File: src/rtl/t_inst_pkg.sv
// Shared constants and helpers for the t_inst elastic pipeline and its benches.
package t_inst_pkg;

   localparam int TB_WIDTH = 40;
   localparam int TB_DEPTH = 3;

   // Elaboration-time ceil(log2(n)), minimum 0; bounded loop keeps it synthesizable.
   function automatic int clog2(input int n);
      int r;
      r = 0;
      for (int i = 0; i < 31; i++) begin
         if ((1 << i) < n) r = i + 1;
      end
      return r;
   endfunction

endpackage

File: src/rtl/t_inst_pipe_stage.sv
// One register slot of the elastic pipeline: loads its source whenever it is ready, else holds.
// Zero added latency beyond the register; stalls are decided upstream via rdy.
module t_inst_pipe_stage #(
   parameter int WIDTH = 40
) (
   input  logic             clk,
   input  logic             rst_n,
   input  logic             flush,
   input  logic             src_valid,
   input  logic [WIDTH-1:0] src_data,
   input  logic             rdy,
   output logic             v,
   output logic [WIDTH-1:0] d
);

   // Data loads even for invalid sources; only v qualifies it. Flush leaves d untouched.
   always_ff @(posedge clk) begin
      if (!rst_n) begin
         v <= 1'b0;
         d <= '0;
      end else if (flush) begin
         v <= 1'b0;
      end else if (rdy) begin
         v <= src_valid;
         d <= src_data;
      end
   end

endmodule

File: src/rtl/t_inst_pipe.sv
// DEPTH-stage valid/ready delay pipeline with bubble collapse, flush and occupancy count.
// Latency DEPTH cycles from accept to out_valid; full pipe still streams 1/cycle when out_ready=1.
module t_inst_pipe
   import t_inst_pkg::*;
#(
   parameter int WIDTH = 40,
   parameter int DEPTH = 3,
   parameter int CNT_W = clog2(DEPTH + 1)
) (
   input  logic             clk,
   input  logic             rst_n,
   input  logic             flush,
   input  logic             in_valid,
   output logic             in_ready,
   input  logic [WIDTH-1:0] in_data,
   output logic             out_valid,
   input  logic             out_ready,
   output logic [WIDTH-1:0] out_data,
   output logic [CNT_W-1:0] occupancy
);

   logic [DEPTH-1:0] v;
   logic [DEPTH-1:0] rdy;
   logic [DEPTH-1:0] src_v;
   logic [WIDTH-1:0] d     [DEPTH];
   logic [WIDTH-1:0] src_d [DEPTH];
   logic             accept;
   logic             emit;

   genvar i;
   generate
      for (i = 0; i < DEPTH; i++) begin : g_stage
         // Unrolled ready chain: a stage can move if the sink is ready or any slot at/after it is empty.
         assign rdy[i] = out_ready | ~(&v[DEPTH-1:i]);

         if (i == 0) begin : g_head
            assign src_v[i] = accept;
            assign src_d[i] = in_data;
         end else begin : g_body
            assign src_v[i] = v[i-1];
            assign src_d[i] = d[i-1];
         end

         t_inst_pipe_stage #(.WIDTH(WIDTH)) u_stage (
            .clk       (clk),
            .rst_n     (rst_n),
            .flush     (flush),
            .src_valid (src_v[i]),
            .src_data  (src_d[i]),
            .rdy       (rdy[i]),
            .v         (v[i]),
            .d         (d[i])
         );
      end
   endgenerate

   assign in_ready  = rdy[0] & ~flush;
   assign accept    = in_valid & in_ready;
   assign out_valid = v[DEPTH-1];
   assign out_data  = d[DEPTH-1];
   assign emit      = out_valid & out_ready;

   always_ff @(posedge clk) begin
      if (!rst_n) begin
         occupancy <= '0;
      end else if (flush) begin
         occupancy <= '0;
      end else begin
         occupancy <= occupancy + CNT_W'(accept) - CNT_W'(emit);
      end
   end

endmodule
File: config.mk
export PLATFORM = sky130hd
export DESIGN_NAME = t_inst_pipe
export DESIGN_NICKNAME = d
export VERILOG_FILES = /design/src/rtl/t_inst_pkg.sv /design/src/rtl/t_inst_pipe_stage.sv /design/src/rtl/t_inst_pipe.sv
export SDC_FILE = /design/constraint.sdc
export NUM_CORES = 1
export LEC_CHECK = 0
export BUFFER_PORTS_ARGS = -buffer_cell sky130_fd_sc_hd__clkbuf_2
export CORE_MARGIN = 2
export CORE_UTILIZATION = 50
export DETAILED_ROUTE_END_ITERATION = 6
export HOLD_SLACK_MARGIN = 0.1
export PLACE_DENSITY = 0.73
export SLEW_MARGIN = 15
export SYNTH_ARGS = -nofsm -noshare
export SYNTH_HDL_FRONTEND = slang
export SYNTH_SLANG_ARGS = --single-unit
File: constraint.sdc
create_clock -name clk -period 3.8 [get_ports clk]
set_input_delay 0.76 -clock clk [delete_from_list [all_inputs] [get_ports clk]]
set_output_delay 0.76 -clock clk [all_outputs]
set_load 0.05 [all_outputs]
==> metrics.md <==
| Metric | Value |
|---|---|
| Routed length per placed instance | 13.9 um |
| Cell area after synthesis | 5060 sq um |
| Class of the worst hold path | register to register |
| Layout cell share with drive strength beyond 1 | 0.217 |
| Die area | 10900 sq um |
| All-Layer GR Usage | 0.194 |
| Share of power burned in combinational logic | 0.065 |
| Synthesized net count | 598 |
| Number of global-route vias before repair | 3656 |
| Number of hold buffers added after cts | 0 |
| Final setup fails | 0 |
| Sequential share of the synthesized area | 0.495 |
| IR drop worst, VDD | 0.342 mV |
| Slew HR | 0.440 |
| Final-layout setup total negative slack | 0 ps |
| Cell types with the largest area share after synthesis | sky130_fd_sc_hd__dfxtp_1 49%, sky130_fd_sc_hd__mux2i_1 16%, sky130_fd_sc_hd__nand2_1 9.1%, sky130_fd_sc_hd__buf_4 5.9%, sky130_fd_sc_hd__a21oi_1 4.1% |
| Register bit total from synthesis | 125 |
| Clock slew at reported path FFs | 60 ps |
| Clk pwr share | 0.507 |
| Worst-skew pair later-pin latency | 510 ps |
| Warning count from the yosys run | 0 |
| Power consumption | 3.23 mW |
| Start-to-end type of the worst setup path | register to primary output |
| Average size of a mapped cell | 9.18 sq um |
| Leak | 2.53 nW |
| Most area-hungry cell type in the Yosys netlist | sky130_fd_sc_hd__dfxtp_1 |
| Total routed wirelength | 10100 um |
| Number of remaining DRC errors | 0 |
| Number of buffers between clock root and the deepest sink | 2 |
| Via-per-instance ratio | 5.14 |
| CP Max Fanout | 17 |
| PwrDens | 556 nW/um^2 |
| Number of library cell types mapped by synthesis | 26 |
| Synth Area in Compound Gates | 0.0873 |
| First-pass GRT wire length | 17100 um |
| Iteration-0 DRC Markers | 141 |
| Placeable core area | 9820 sq um |
| Main combinational cell family by area after synthesis | multiplexers |
| Slew at the pin closest to its max-slew limit | 840 ps |
| Worst path required time | 3040 ps |
| Placer's final routability congestion estimate | 0.746 |
| Remaining global-route overflow | 0 |
| Effective utilization at floorplan | 0.515 |
| Antenna violations before repair | 0 |
| Num CTS Buffers | 17 |
| Number of max-cap violations | 0 |
| Die width | 105 um |
| FF/Latch Area | 2500 sq um |
| Crit-path max cell delay | 340 ps |
| Number of nets still failing antenna checks after routing | 0 |
| Library cell contributing the largest single delay on the critical path | sky130_fd_sc_hd__dfxtp_1 |
| Type of destination of the critical path | primary output |
| Switch share | 0.221 |
| Final-stage net count | 629 |
| Multiplexer fraction of the synthesized cell area | 0.158 |
| Final Instance Count excl. Fillers | 728 |
| Number of gates resized after cts | 0 |
| Number of H-tree levels | 4 |
| Cell count after placement | 696 |
| Worst Hold Launch | g_stage[1].u_stage.d[31] |
| Dominant delay contributor by cell family on the critical path | buffers and inverters |
| Post-synthesis to final-layout area growth | 14.7% |
| DRT Pass-1 Iters | 5 |
| Fin crit share | 0.687 |
| Die Height | 105 um |
| Cell-by-cell listing of the critical path | nor2b_4, a31oi_4, buf_4, clkbuf_2 |
| Share of power burned in registers | 0.428 |
| Startpoint of the worst setup timing path | g_stage[2].u_stage.v |
| Root buffer cell | sky130_fd_sc_hd__clkbuf_8 |
| Top-level I/O count | 89 |
| Antenna diode count | 0 |
| Number of inserted filler cells in the final layout | 890 |
| Via count | 3739 |
| Crit path buffers/inverters | 2 |
| HPWL after detailed placement | 6330 um |
| Data arrival time of the critical path | 1850 ps |
| Maximum number of pins on one net before global-route repair | 66 |
| Count of final max-slew check failures | 0 |
| Final Hold Fails | 0 |
| Area of combinational cells with multiple inputs | 2000 sq um |
| Area share of the largest cell type after synthesis | 0.495 |
| Critical path startpoint category | register |
| Worst clock skew | 5.02 ps |
| Source of the worst register-to-register timing path | g_stage[2].u_stage.v |
| Achievable clock frequency | 383 MHz |
| Time the worst path needs with I/O delays and setup | 2610 ps |
| TritonCTS clock tree | built |
| Clk sink count | 125 |
| Internal power of the cells | 2.52 mW |
| Setup repair after global routing missed its margin | false |
| Share of synthesized cell area in full adder, half adder and majority cells | 0.00495 |
| Num rows | 36 |
| Xor and xnor fraction of the mapped netlist area | 0.00346 |
| Net switching power | 0.712 mW |
| Count of input and output buffers | 88 |
| Result of the run | finished clean |
| Post CTS Setup Buffer Count | 0 |
| Post-Synth Simple-Gate Area | 0.140 |
| Count of mapped cells out of synthesis | 551 |
[layer usage]
metal	up-vias	share of wire	track usage
li1	1881	-	-
met1	1750	0.46	0.252
met2	94	0.47	0.311
met3	14	0.058	0.0530
met4	0	0.013	0.0667
met5	-	0	0
[area by class of cell]
type,count,share of cell area
clock buffer,21,0.0756
timing repair buffer,96,0.0888
sequential,125,0.431
clock inverter,11,0.0287
multi-input combinational,339,0.345
inverter,3,0.00194
tap,133,0.0287
[registers in the layout (all words and copies together), names as in the netlist]
register	cells
g_stage.u_stage.d	120
g_stage.u_stage.v	3
occupancy	2
[synthesized netlist by cell type]
| library cell | instances |
|---|---|
| sky130_fd_sc_hd__ha_1 | 2 |
| sky130_fd_sc_hd__a31oi_4 | 1 |
| sky130_fd_sc_hd__o21ai_0 | 40 |
| sky130_fd_sc_hd__a31oi_1 | 1 |
| sky130_fd_sc_hd__clkbuf_2 | 1 |
| sky130_fd_sc_hd__buf_4 | 40 |
| sky130_fd_sc_hd__buf_1 | 4 |
| sky130_fd_sc_hd__clkinv_1 | 1 |
| sky130_fd_sc_hd__mux2i_1 | 80 |
| sky130_fd_sc_hd__nor2b_4 | 1 |
| sky130_fd_sc_hd__and2_1 | 1 |
| sky130_fd_sc_hd__xor2_1 | 1 |
| sky130_fd_sc_hd__buf_6 | 5 |
| sky130_fd_sc_hd__nand2b_1 | 1 |
| sky130_fd_sc_hd__nor2_1 | 5 |
| sky130_fd_sc_hd__inv_1 | 2 |
| sky130_fd_sc_hd__a21oi_2 | 1 |
| sky130_fd_sc_hd__nand3_1 | 40 |
| sky130_fd_sc_hd__nand2_1 | 122 |
| sky130_fd_sc_hd__dfxtp_1 | 125 |
| sky130_fd_sc_hd__xnor2_1 | 1 |
| sky130_fd_sc_hd__buf_2 | 2 |
| sky130_fd_sc_hd__and3_1 | 1 |
| sky130_fd_sc_hd__a21oi_1 | 41 |
| sky130_fd_sc_hd__clkbuf_1 | 28 |
| sky130_fd_sc_hd__buf_8 | 4 |
[through the flow]
step	instance area, sq um	utilization	worst slack [ps]	hold WS, ps
after floorplan	5060	-	1330	435
after global placement	5200	0.530	1260	442
after detailed placement	5200	0.530	1250	447
after CTS	5810	0.591	1180	458
after global routing	5810	0.591	1120	447
final	5810	0.591	1190	455
[placed cells by master (no fill, tap or decap), types with 4 or more instances in the layout]
cell,n
sky130_fd_sc_hd__nand2_1,122
sky130_fd_sc_hd__bufinv_16,4
sky130_fd_sc_hd__mux2i_1,80
sky130_fd_sc_hd__a21oi_1,41
sky130_fd_sc_hd__nor2_1,5
sky130_fd_sc_hd__o21ai_0,40
sky130_fd_sc_hd__clkbuf_2,87
sky130_fd_sc_hd__dfxtp_1,125
sky130_fd_sc_hd__buf_4,8
sky130_fd_sc_hd__nand3_1,40
sky130_fd_sc_hd__clkbuf_16,16
[worst register-to-register path, delay by kind of cell (launching register included)]
family / cells / cell delay, ps
compound gates: 1 / 640
buf+inv: 2 / 560
flops: 1 / 340
mux: 1 / 230
simple gates: 1 / 140
[final timing paths]
path                                                 end  slack (ps)  depth (start not counted)
worst max register to register  g_stage[1].u_stage.d[33]        1810                          5
worst min register to register  g_stage[1].u_stage.d[31]         460                          2
worst min-delay path            g_stage[1].u_stage.d[31]         460                          2
worst max-delay path                            in_ready        1190                          4
[cells by family after synthesis]
group / count (synthesis)
AOI/OAI and AO/OA: 84
xor gates and xnor gates: 2
adders and majority gates: 2
buffers and inverters: 87
DFF: 125
muxes: 80
and+or+nand+nor: 171
[power by group through the flow]
stage                     clock network, mW  logic [mW]  registers (mW)
after floorplan                           0       0.169            1.40
after global placement                    0       0.205            1.41
after detailed placement                  0       0.210            1.41
after CTS                              1.66       0.211            1.38
after global routing                   1.73       0.231            1.39
final                                  1.64       0.209            1.38
Note: power is estimated with default switching activity, not from simulation.
